<file path="src/rtl/uart_tx_serializer_if.sv">
// Byte handshake and serial line bundle between the UART register block and the serializer.
interface uart_tx_serializer_if;
    logic [7:0] i_data;
    logic       i_valid;
    logic       o_ready;
    logic       o_uart_tx;
    logic       o_busy;

    // Producer side: offers bytes, observes the serializer status and line.
    modport master (
        output i_data,
        output i_valid,
        input  o_ready,
        input  o_uart_tx,
        input  o_busy
    );

    // Serializer side.
    modport slave (
        input  i_data,
        input  i_valid,
        output o_ready,
        output o_uart_tx,
        output o_busy
    );
endinterface

</file>
<file path="src/rtl/uart_tx_serializer.sv">
// 8N1 UART transmitter: accepts one byte per valid/ready handshake and shifts it out LSB first.
// The final cycle of the stop bit is spent in IDLE (line high, ready high), so a
// waiting producer is accepted exactly on the next bit boundary and frames tile
// at 10*CLKS_PER_BIT cycles with no idle gap.
module uart_tx_serializer #(
    parameter int unsigned CLKS_PER_BIT = 868
) (
    input  logic                  clk,
    input  logic                  rst,
    uart_tx_serializer_if.slave   bus
);

    localparam int unsigned CNT_W = (CLKS_PER_BIT > 1) ? $clog2(CLKS_PER_BIT) : 1;
    localparam int unsigned IDX_W = 3;
    localparam logic [CNT_W-1:0] CNT_LAST      = CNT_W'(CLKS_PER_BIT - 1);
    localparam logic [CNT_W-1:0] CNT_STOP_LAST = CNT_W'(CLKS_PER_BIT - 2);
    localparam logic [IDX_W-1:0] IDX_LAST      = IDX_W'(7);

    typedef enum logic [1:0] {
        S_IDLE,
        S_START,
        S_DATA,
        S_STOP
    } state_e;

    state_e             state_q, state_d;
    logic [CNT_W-1:0]   cnt_q,   cnt_d;
    logic [IDX_W-1:0]   idx_q,   idx_d;
    logic [7:0]         shift_q, shift_d;
    logic               tx_q,    tx_d;
    logic               ready_q, ready_d;
    logic               busy_q,  busy_d;

    // Next-state and next-output logic; every register holds unless a transition fires.
    always_comb begin
        state_d = state_q;
        cnt_d   = cnt_q;
        idx_d   = idx_q;
        shift_d = shift_q;
        tx_d    = tx_q;
        ready_d = ready_q;
        busy_d  = busy_q;

        case (state_q)
            S_IDLE: begin
                if (bus.i_valid && ready_q) begin
                    state_d = S_START;
                    shift_d = bus.i_data;
                    tx_d    = 1'b0;
                    ready_d = 1'b0;
                    busy_d  = 1'b1;
                    cnt_d   = '0;
                    idx_d   = '0;
                end
            end

            S_START: begin
                if (cnt_q == CNT_LAST) begin
                    state_d = S_DATA;
                    cnt_d   = '0;
                    tx_d    = shift_q[0];
                    shift_d = {1'b0, shift_q[7:1]};
                end else begin
                    cnt_d = cnt_q + CNT_W'(1);
                end
            end

            S_DATA: begin
                if (cnt_q == CNT_LAST) begin
                    cnt_d = '0;
                    if (idx_q == IDX_LAST) begin
                        state_d = S_STOP;
                        idx_d   = '0;
                        tx_d    = 1'b1;
                    end else begin
                        idx_d   = idx_q + IDX_W'(1);
                        tx_d    = shift_q[0];
                        shift_d = {1'b0, shift_q[7:1]};
                    end
                end else begin
                    cnt_d = cnt_q + CNT_W'(1);
                end
            end

            S_STOP: begin
                // Last stop-bit cycle is served by IDLE, hence one count short here.
                if (cnt_q == CNT_STOP_LAST) begin
                    state_d = S_IDLE;
                    cnt_d   = '0;
                    ready_d = 1'b1;
                    busy_d  = 1'b0;
                end else begin
                    cnt_d = cnt_q + CNT_W'(1);
                end
            end

            default: begin
                state_d = S_IDLE;
                cnt_d   = '0;
                idx_d   = '0;
                tx_d    = 1'b1;
                ready_d = 1'b1;
                busy_d  = 1'b0;
            end
        endcase
    end

    // State and output registers; synchronous reset aborts any frame and wins over a handshake.
    always_ff @(posedge clk) begin
        if (rst) begin
            state_q <= S_IDLE;
            cnt_q   <= '0;
            idx_q   <= '0;
            shift_q <= '0;
            tx_q    <= 1'b1;
            ready_q <= 1'b1;
            busy_q  <= 1'b0;
        end else begin
            state_q <= state_d;
            cnt_q   <= cnt_d;
            idx_q   <= idx_d;
            shift_q <= shift_d;
            tx_q    <= tx_d;
            ready_q <= ready_d;
            busy_q  <= busy_d;
        end
    end

    assign bus.o_uart_tx = tx_q;
    assign bus.o_ready   = ready_q;
    assign bus.o_busy    = busy_q;

endmodule

</file>
<file path="src/flat_wrapper.sv">
// flat-port wrapper written by rule: the top's interface ports become plain ports
module uart_tx_serializer_flat 
#(
    parameter int unsigned CLKS_PER_BIT = 868
)
  (clk, rst, bus_i_data, bus_i_valid, bus_o_ready, bus_o_uart_tx, bus_o_busy);
  uart_tx_serializer_if bus_i ();
  input  logic clk;
  input  logic rst;
  input wire logic [$bits(bus_i.i_data)-1:0] bus_i_data;
  input wire logic [$bits(bus_i.i_valid)-1:0] bus_i_valid;
  output wire logic [$bits(bus_i.o_ready)-1:0] bus_o_ready;
  output wire logic [$bits(bus_i.o_uart_tx)-1:0] bus_o_uart_tx;
  output wire logic [$bits(bus_i.o_busy)-1:0] bus_o_busy;
  assign bus_i.i_data = bus_i_data;
  assign bus_i.i_valid = bus_i_valid;
  assign bus_o_ready = bus_i.o_ready;
  assign bus_o_uart_tx = bus_i.o_uart_tx;
  assign bus_o_busy = bus_i.o_busy;
  uart_tx_serializer #(.CLKS_PER_BIT(CLKS_PER_BIT)) u_core (.clk(clk), .rst(rst), .bus(bus_i));
endmodule
</file>
<file path="config.mk">
export PLATFORM = sky130hd
export DESIGN_NAME = uart_tx_serializer_flat
export DESIGN_NICKNAME = d
export VERILOG_FILES = /design/src/rtl/uart_tx_serializer_if.sv /design/src/rtl/uart_tx_serializer.sv /design/src/flat_wrapper.sv
export SDC_FILE = /design/constraint.sdc
export NUM_CORES = 1
export LEC_CHECK = 0
export ABC_AREA = 1
export CAP_MARGIN = 0
export CORE_ASPECT_RATIO = 2
export CORE_MARGIN = 4
export CORE_UTILIZATION = 57
export DETAILED_ROUTE_END_ITERATION = 6
export HOLD_SLACK_MARGIN = 0.1
export PLACE_DENSITY_LB_ADDON = 0.1
export SKIP_CTS_REPAIR_TIMING = 1
export SYNTH_ARGS = -nofsm -noshare
export SYNTH_HDL_FRONTEND = slang
export SYNTH_SLANG_ARGS = --single-unit
</file>
<file path="constraint.sdc">
create_clock -name clk -period 2.2 [get_ports clk]
set_input_delay 0.44 -clock clk [delete_from_list [all_inputs] [get_ports clk]]
set_output_delay 0.44 -clock clk [all_outputs]
set_load 0.1 [all_outputs]
</file>
; ---- Word-level counts from Yosys, hierarchy flattened
; Cells that the tools add are included.
[totals]
ff_bits = 26
input_bits = 11
output_inout_bits = 3
elab_cells = 61
[classes]
addsub = 2
n_eq_ne = 12
muxes = 29
n_reduce_logical = 11
[ops]
columns = cell, count
row1 = 2-to-1 mux 8 bit, 4
row2 = 2-to-1 mux 10 bit, 3
row3 = one-hot mux 10 bit (3 select lines), 1
row4 = one-hot mux 8 bit (3 select lines), 1
row5 = "equality test 10 bit, second input constant", 2
row6 = "adder 10 x 1 -> 10 bit, second input constant", 1
row7 = 2-to-1 mux 2 bit, 5
row8 = "!= test 2 x 1 -> 1 bit, second input constant", 5
row9 = AND reduction 5 bit, 2
row10 = 2-to-1 mux 3 bit, 3
row11 = one-hot mux 2 bit (4 select lines), 1
row12 = 2-to-1 mux 1 bit, 7
row13 = one-hot mux 3 bit (2 select lines), 1
row14 = AND reduction 3 bit, 2
row15 = "equality test 2 bit, second input constant", 2
row16 = one-hot mux 1 bit (2 select lines), 2
row17 = AND reduction 4 bit, 1
row18 = nonzero test 2 bit, 2
row19 = "adder 3 x 1 -> 3 bit, second input constant", 1
row20 = "equality test 3 bit, second input constant", 1
row21 = one-hot mux 1 bit (3 select lines), 1
row22 = nonzero test 3 bit, 1
row23 = "equality test 2 x 1 -> 1 bit, second input constant", 1
row24 = zero test 2 bit, 1
row25 = other kinds (3), 3

; ---- Logic depth before layout (Yosys ltp)
; Gate-level depths: netlist of run 1.
[depth]
word_depth = 4
ltp_mapped = 10
ltp_nobuf = 10

; ---- Least setup slack after synthesis of run 1
; OpenSTA, ideal clock, no wires.
[synth_path]
path_kind = register to register
startpoint = register u_core.ready_q (netlist: u_core.bus.o_ready)
endpoint = register u_core.cnt_q[7]
setup_ps = 70
t_arrival_ps = 1808
required_ps = 2130
path_slack_ps = 322
stages_incl_launch_ff = 10
path_buffers = 1
period_less_slack_ps = 1878
path_cell_list = dfxtp_1 > nand2_1 > nand2_1 > inv_1 > buf_2 > nor2_1 > o21ai_0 > nor2_1 > nand2_1 > a21oi_1
[synth_between]
elab_chain_len = 2
[synth_rtl]
columns = element, line_no
row1 = from (decl), uart_tx_serializer.sv:31  ; logic ready_q, ready_d;
row2 = from (signal assigned), uart_tx_serializer.sv:124  ; ready_q <= ready_d;
row3 = logical AND 1 bit, uart_tx_serializer.sv:46  ; if (bus.i_valid && ready_q) begin
row4 = != test 2 x 1 -> 1 bit (no source line), -
row5 = to (signal assigned), uart_tx_serializer.sv:120  ; cnt_q <= cnt_d;
row6 = to (decl), uart_tx_serializer.sv:27  ; logic [CNT_W-1:0] cnt_q, cnt_d;
; No other way between the ends.
; A chain may end at the register's enable or synchronous reset.

; ---- Final worst setup path of run 1
[layout_path]
startpoint = register u_core.state_q[0]
endpoint = register u_core.shift_q[1]
[layout_between]
elab_chain_len = 3
word_cells_on_any_way = 10
classes_between = eq/ne: 6 / mux: 1 / reduce/logical: 3
[layout_rtl]
columns = element, line_no
row1 = from (decl), uart_tx_serializer.sv:26  ; state_e state_q, state_d;
row2 = from (signal assigned), uart_tx_serializer.sv:119  ; state_q <= state_d;
row3 = equality test 2 bit (tied with other cells), uart_tx_serializer.sv:44  ; case (state_q)
row4 = != test 2 bit (no source line) (tied with other cells), -
row5 = AND reduction 5 bit (no source line), -
row6 = to (signal assigned), uart_tx_serializer.sv:122  ; shift_q <= shift_d;
row7 = to (decl), uart_tx_serializer.sv:29  ; logic [7:0] shift_q, shift_d;
; Several ways; a longest one is shown, not always the timed one.

==> results of run 1 <==
-- flip-flops by register name (all words and copies together), names as in the netlist --
register              count
u_core.bus.o_busy         1
u_core.bus.o_ready        1
u_core.bus.o_uart_tx      1
u_core.cnt_q             10
u_core.idx_q              3
u_core.shift_q            8
u_core.state_q            2
-- power groups by stage --
stage	registers, mW	clock network, mW	logic [mW]
after floorplan	0.883	0	1.16
after global placement	0.722	0	1.54
after detailed placement	0.732	0	1.60
after CTS	0.720	0.313	1.61
after global routing	0.733	0.326	1.82
final	0.719	0.310	1.60
-- cell type report --
cell class | count | share of cell area, %
well taps | 28 | 1.987
inverters | 28 | 5.962
clock buffers | 4 | 3.123
multi-input cells | 169 | 51.17
repair buffers | 16 | 8.233
flip-flops and latches | 26 | 29.52
-- synthesized netlist by cell type (all sizes together) --
cell type	number
o21bai	1
dfxtp	26
nor2b	4
ha	10
nor3	3
o21ai	6
and2b	3
buf	4
or2	1
nand3	13
o211ai	2
inv	28
a21oi	11
nand2	64
mux2i	7
clkbuf	2
nand4	3
nor2	41
-- path summary, 6_finish.rpt --
check	start	end	slack, ps	cells after the start
setup / recovery	u_core.state_q[0]	u_core.shift_q[1]	410	7
hold / removal	u_core.bus.o_ready	u_core.bus.o_ready	480	2
setup reg to reg	u_core.state_q[0]	u_core.shift_q[1]	410	7
hold reg to reg	u_core.bus.o_ready	u_core.bus.o_ready	480	2
-- metal layers --
| metal | up-vias | share of wire, % | track usage (%) |
|---|---|---|---|
| met4 | 0 | 2.2 | 7.331 |
| met1 | 650 | 37 | 19.87 |
| met5 | - | 0 | 0 |
| li1 | 741 | - | - |
| met3 | 11 | 2.5 | 2.386 |
| met2 | 28 | 58 | 41.34 |
-- cell families (layout without fill, tap and decap cells) --
family          Yosys count  in the layout  share of synthesized area (%)
mux                       7              7                          4.466
flops                    26             26                          33.17
buf+inv                  34             48                          9.329
compound gates           20             20                          7.576
fa+ha+maj                10             10                          7.974
simple gates            132            132                          37.48
-- metrics by stage --
| step | power (mW) | area [µm²] | instances |
|---|---|---|---|
| floorplan | 2.046 | 1569 | 229 |
| global placement | 2.260 | 1708 | 267 |
| detailed placement | 2.328 | 1708 | 267 |
| CTS | 2.641 | 1763 | 271 |
| global route | 2.884 | 1763 | 271 |
| finish | 2.625 | 1763 | 271 |
-- critical path: stages, from the launching register on --
cell     delay [ps]
dfxtp_1         390
inv_1           110
ha_1            290
or2_2           340
nand2_4         110
nand3_4         160
and2b_1         250
nor2_1           40
==> results.ini, run 1 <==
[sta]
fin_setup_tns_ps = 0
setup_viol = 0
relSlewSlack_pct = 66.09
fin_ws_ps = 411.0
fin_crit_ps = 1789
timing.fmax_mhz = 559.0
final_hold_viol_count = 0
worst_pin_slew_ps = 508.6
hold_ws_ps = 481.3
finalCritPeriodShare_pct = 81.32
clock_skew_ps = 4.149
slew_viol_final = 0
rsz0062_at_grt = false

[grt]
grt_pass1_wl_um = 5802
grt_usage_pct = 20.55
gr-total-overflow = 0
antenna_found_initial = 0
grt_max_degree = 16
grt_pass1_vias = 1414

[floorplanning]
row_count = 26
die_x_um = 45.10
die_area_um2 = 3707
boundaryPins = 14
start_util_pct = 60.29
die_h_um = 82.20
core_um2 = 2603

[clock_tree]
cts_buffer_depth = 2
clk_latency_ps = 270
root_buffer = clkbuf_8
clk_pin_slew_worst_paths_ps = 90
cts_sinks = 26
cts_max_level = 1
cts_tree = yes
numCtsBuffers = 3

[placed_design]
gp_congestion = 0.8762
port_buffers = 13
pre_cts_slack_ps = 339.2
hpwl_um = 2618

[cells_and_area]
final_common_cell = nand2_1
multiInputGateArea_um2 = 902.1
drive_above_1_share_pct = 7.819
final_cell_mix = nand2_1, nor2_1, inv_1, dfxtp_1, nand3_1
antennaDiodeCount = 0
syn2layout_area_growth_pct = 12.36
fin_util_pct = 67.74
layout.nets = 265
fillers = 228
seq_area_um2 = 520.5

[logic_synthesis]
syn_nets = 250
ys_warn_count = 0
yosysSeqAreaShare_pct = 33.17
synth.top_cell.area_share_pct = 33.17
synthesis.area_um2 = 1569
netlist.top_cell.by_area = dfxtp_1
syn_area_per_cell_um2 = 6.852
syn_inst = 229
ys_types = 25
synth_seq_cells = 26
synth_top_cells_by_area = dfxtp_1, nand2_1, nor2_1, ha_1, inv_1

[route]
routed_wl_um = 3258
firstDrtPassIters = 7
avgViaCountPerCell = 5.277
wl_per_cell_um = 12.02
drt_first_iter_violations = 48
via_count = 1430
drc = 0
final_antenna_net_count = 0

[setup_path]
cp_max_fo = 15
start_kind = flip-flop
end_kind = flip-flop
worst_ep_required_time_ps = 2380
worstSetupPathType = reg -> reg
crit_arrival_ps = 1970

[job]
drv_cap = 0

[outcome]
outcome = finished, final reports clean

[power_and_ir_drop]
p_leak_nw = 0.7981
power.density_nw_per_um2 = 1489
p_switching_mw = 1.287
internal_power_mw = 1.338
combPwrFrac_pct = 60.8
pwr-share-clk_pct = 11.8
seqPwrFrac_pct = 27.4
ir_drop_mv = 1.097
p_sw_share_pct = 49.01

[min_path]
min_path_type = reg -> reg

Note: power is estimated with default switching activity, not from simulation.
==> run 2, diff against run 1 <==
==> constraint.sdc (replaced) <==
create_clock -name clk -period 1.8 [get_ports clk]
set_input_delay 0.36 -clock clk [delete_from_list [all_inputs] [get_ports clk]]
set_output_delay 0.36 -clock clk [all_outputs]
set_load 0.1 [all_outputs]
==> run 2 against run 1 <==
  * Die area unchanged
  * Clock skew barely moved
  * Via count rose by 2.7%
  * Largest cell class unchanged
  * Largest power group unchanged
==> results.ini, run 2 (synthesis gave the netlist of run 1 again) <==
[outcome]
outcome = finished, final reports clean

[clock_tree]
clk_pin_slew_worst_paths_ps = 90
cts_tree = yes
cts_max_level = 1
cts_buffer_depth = 2
cts_sinks = 26
root_buffer = clkbuf_8
clk_latency_ps = 270
numCtsBuffers = 3

[setup_path]
start_kind = flip-flop
path_cells = inv_1, ha_1, or2_2, nand2_4, nand3_4, and2b_1, nor2_1
end_kind = flip-flop
worstSetupPathType = reg -> reg
crit-reg2reg-launch = u_core.state_q[1]
crit_arrival_ps = 1890
worst_ep_required_time_ps = 1980
critPathMaxStageDelay_ps = 410
worst-path-buf-inv = 1
critPathTopFamily = simple AND/OR/NAND/NOR gates
crit_start = u_core.state_q[1]
slowest_stage = dfxtp_1
cp_max_fo = 15

[power_and_ir_drop]
power_mw = 3.403
ir_drop_mv = 1.340
power.density_nw_per_um2 = 1852
p_leak_nw = 0.8309

[route]
avgViaCountPerCell = 5.342
firstDrtPassIters = 4
routed_wl_um = 3462
drc = 0
final_antenna_net_count = 0
via_count = 1469
wl_per_cell_um = 12.59
drt_first_iter_violations = 22

[cells_and_area]
antennaDiodeCount = 0
largest_reg_flops = 10
instances_no_fill = 275
reg.largest.list = u_core.cnt_q (10), u_core.shift_q (8), u_core.idx_q (3)
drive_above_1_share_pct = 10.93
final_cell_area_um2 = 1838
regMostFlops = u_core.cnt_q
syn2layout_area_growth_pct = 17.14
layout.nets = 269
final_cell_mix = nand2_1, nor2_1, inv_1, dfxtp_1, nand3_1
final_common_cell = nand2_1

[sta]
fin_crit_ps = 1712
finalCritPeriodShare_pct = 95.11
setup_viol = 0
slew_viol_final = 0
rsz0062_at_grt = false
timing.fmax_mhz = 584.1
clock_skew_ps = 3.859
final_hold_viol_count = 0
relSlewSlack_pct = 74.53
worst_pin_slew_ps = 381.6
fin_setup_tns_ps = 0

[job]
drv_cap = 0

[floorplanning]
start_util_pct = 60.29
die_x_um = 45.10
row_count = 26
boundaryPins = 14
die_h_um = 82.20
die_area_um2 = 3707
core_um2 = 2603

[grt]
antenna_found_initial = 0
grt_usage_pct = 20.76
grt_pass1_wl_um = 5830
grt_pass1_vias = 1456
gr-total-overflow = 0
grt_max_degree = 16

[placed_design]
placedCellCount = 271
gp_congestion = 0.9165
place_area_um2 = 1777
hpwl_um = 2791
port_buffers = 13

[min_path]
min_path_type = reg -> reg
hold_start = u_core.bus.o_ready

[run 2: worst paths after layout]
kind	endpoint	slack, ps	cells after the start
max	u_core.shift_q[4]	90	7
min	u_core.bus.o_ready	500	2
max reg2reg	u_core.shift_q[4]	90	7
min reg2reg	u_core.bus.o_ready	500	2
[run 2: metal layers]
metal | routed length, µm | track usage (%) | vias to the layer above
met4 | 102 | 7.918 | 0
met2 | 2057 | 43.32 | 29
met1 | 1222 | 18.64 | 681
li1 | - | - | 749
met3 | 80 | 1.952 | 10
met5 | 0 | 0 | -
[run 2: area by class of cell]
class,count,area [µm²]
repair buffers,20,212.7
inverters,28,105.1
flip-flops and latches,26,523.0
clock buffers,4,55.05
fillers,241,764.5
well taps,28,35.03
multi-input cells,169,907.1
[run 2: report_power, final]
group / total [mW] / switching, mW / internal (mW)
Clock: 0.378 / 0.183 / 0.196
Combinational: 2.12 / 1.30 / 0.820
Sequential: 0.910 / 0.142 / 0.768
Total: 3.40 / 1.62 / 1.78
[run 2: through the flow]
stage	utilization (%)	hold slack, ps	setup slack (ps)
6_report	70.63	499.3	87.95
2_1_floorplan	-	429.1	214.9
5_1_grt	70.63	533.9	12.28
3_3_place_gp	68.27	479.7	17.92
3_5_place_dp	68.27	486.4	18.22
4_1_cts	70.38	501.8	12.62
[run 2: tightest hold or removal path: cells and delay by family (launching register included)]
family / cells / cell delay [ps]
flip-flops: 1 / 350
AND/OR/NAND/NOR: 2 / 110
==> run 3, diff against run 2 <==
--- a/config.mk
+++ b/config.mk
@@ -9,9 +9,10 @@
 export CAP_MARGIN = 0
 export CORE_ASPECT_RATIO = 2
 export CORE_MARGIN = 4
-export CORE_UTILIZATION = 57
+export CORE_UTILIZATION = 53
 export DETAILED_ROUTE_END_ITERATION = 6
-export HOLD_SLACK_MARGIN = 0.1
+export GPL_ROUTABILITY_DRIVEN = 0
+export HOLD_SLACK_MARGIN = 0.05
 export PLACE_DENSITY_LB_ADDON = 0.1
 export SKIP_CTS_REPAIR_TIMING = 1
 export SYNTH_ARGS = -nofsm -noshare
==> run 3 against run 2 <==
  * Die area up 6.5%
  * First-iteration DRC count down 14%
  * Register-to-register slack gained 50 ps
  * Power fell by 2.3%
  * Fmax up 3.0%
  * Critical path depth is the same
  * Combinational power about the same
  * Hold slack is essentially flat
  * Critical endpoint unchanged
  * Largest power group unchanged
  * Highest routed layer unchanged
==> results.ini, run 3 (synthesis gave the netlist of run 1 again) <==
[sta]
relSlewSlack_pct = 79.89
clock_skew_ps = 3.471
final_hold_viol_count = 0
slew_viol_final = 0
finalCritPeriodShare_pct = 92.30
fin_setup_tns_ps = 0
fin_ws_ps = 138.6
timing.fmax_mhz = 601.9
setup_viol = 0
worst_pin_slew_ps = 301.6
fin_crit_ps = 1661
rsz0062_at_grt = false

[cells_and_area]
fin_util_pct = 65.42
reg.largest.list = u_core.cnt_q (10), u_core.shift_q (8), u_core.idx_q (3)
drive_above_1_share_pct = 11.34
syn2layout_area_growth_pct = 16.91
final_common_cell = nand2_1
layout.nets = 270
antennaDiodeCount = 0
largest_reg_flops = 10
regMostFlops = u_core.cnt_q
final_cell_mix = nand2_1, nor2_1, inv_1, dfxtp_1, nand3_1

[setup_path]
reg2regPathDepth = 7
slowest_stage = dfxtp_2
path_cells = inv_1, ha_2, or2_2, nand2_4, nand3_4, and2b_1, nor2_1
reg2reg_to = u_core.shift_q[4]
worst_ep_required_time_ps = 1980
cp_max_fo = 15
start_kind = flip-flop
worst-path-buf-inv = 1
crit_arrival_ps = 1840
critPathTopFamily = simple AND/OR/NAND/NOR gates
worstSetupPathType = reg -> reg
crit-reg2reg-launch = u_core.state_q[0]
end_kind = flip-flop
critPathMaxStageDelay_ps = 370
rrSetupSlack_ps = 140

[route]
avgViaCountPerCell = 5.083
drc = 0
routed_wl_um = 3210
wl_per_cell_um = 11.63
firstDrtPassIters = 5
final_antenna_net_count = 0
via_count = 1403
drt_first_iter_violations = 19

[placed_design]
hpwl_um = 2549
pre_cts_slack_ps = 38.72
port_buffers = 13

[floorplanning]
row_count = 27
die_x_um = 46.48
core_um2 = 2804
start_util_pct = 55.96
die_area_um2 = 3948
die_h_um = 84.95
boundaryPins = 14

[grt]
grt_pass1_wl_um = 5878
grt_max_degree = 22
grt_pass1_vias = 1438
grt_usage_pct = 19.42
antenna_found_initial = 0
gr-total-overflow = 0

[power_and_ir_drop]
p_leak_nw = 0.8297
ir_drop_mv = 1.184
power.density_nw_per_um2 = 1814

[min_path]
hold_path_end = u_core.idx_q[2]
hold_start = u_core.idx_q[2]
min_path_type = reg -> reg
worstHoldPathCells = 2

[clock_tree]
clk_pin_slew_worst_paths_ps = 90
numCtsBuffers = 3
cts_buffer_depth = 2
cts_tree = yes
clk_latency_ps = 270
cts_sinks = 26
root_buffer = clkbuf_8
cts_max_level = 1

[job]
drv_cap = 0

[outcome]
outcome = finished, final reports clean

[run 3: cell count changes in the layout (fill, tap and decap cells not counted), sizes merged]
cell,delta
buf,+1
clkbuf,-1
[run 3: worst max path at each step]
| stage | cells past startpoint | end | slack (ps) | start |
|---|---|---|---|---|
| 3_3_place_gp | 9 | u_core.cnt_q[7] | 60 | bus_i_valid |
| 2_1_floorplan | 8 | u_core.shift_q[2] | 210 | u_core.state_q[0] |
| 5_1_grt | 9 | u_core.cnt_q[3] | 4 | u_core.cnt_q[0] |
| 3_5_place_dp | 7 | u_core.shift_q[4] | 40 | u_core.state_q[0] |
| 4_1_cts | 7 | u_core.shift_q[4] | 10 | u_core.state_q[0] |
| 6_report | 7 | u_core.shift_q[4] | 140 | u_core.state_q[0] |
[run 3: tightest hold or removal path: cells and delay by family (launching register included)]
kind | cells | cell delay [ps]
and+or+nand+nor | 2 | 140
DFF | 1 | 330
[run 3: layout make-up]
cell class | count | area (µm²)
tap | 29 | 36.28
timing repair buffer | 21 | 220.2
fill | 286 | 969.7
clock buffer | 3 | 41.29
sequential | 26 | 524.3
multi-input combinational | 169 | 907.1
inverter | 28 | 105.1
[run 3: metrics by stage]
step	power (mW)	cell area (µm²)	cells	hold WS, ps
CTS	3.344	1827	276	505.3
global route	3.670	1834	276	524.8
floorplan	2.504	1570	229	429.1
global placement	2.980	1785	273	481.9
detailed placement	3.012	1785	273	491.1
finish	3.327	1834	276	498.9
[run 3: where the power goes]
part	switching, mW	internal (mW)	total [mW]
Clock	0.180	0.150	0.330
Sequential	0.136	0.771	0.907
Combinational	1.26	0.832	2.09
Total	1.57	1.75	3.33
[run 3: layer usage]
layer / routed length [µm] / share of wire, % / vias up / GRT usage, %
li1: - / - / 749 / -
met5: 0 / 0 / - / 0
met4: 97 / 3.0 / 0 / 7.772
met1: 1157 / 36 / 620 / 18.86
met3: 80 / 2.5 / 9 / 2.123
met2: 1875 / 58 / 25 / 37.44
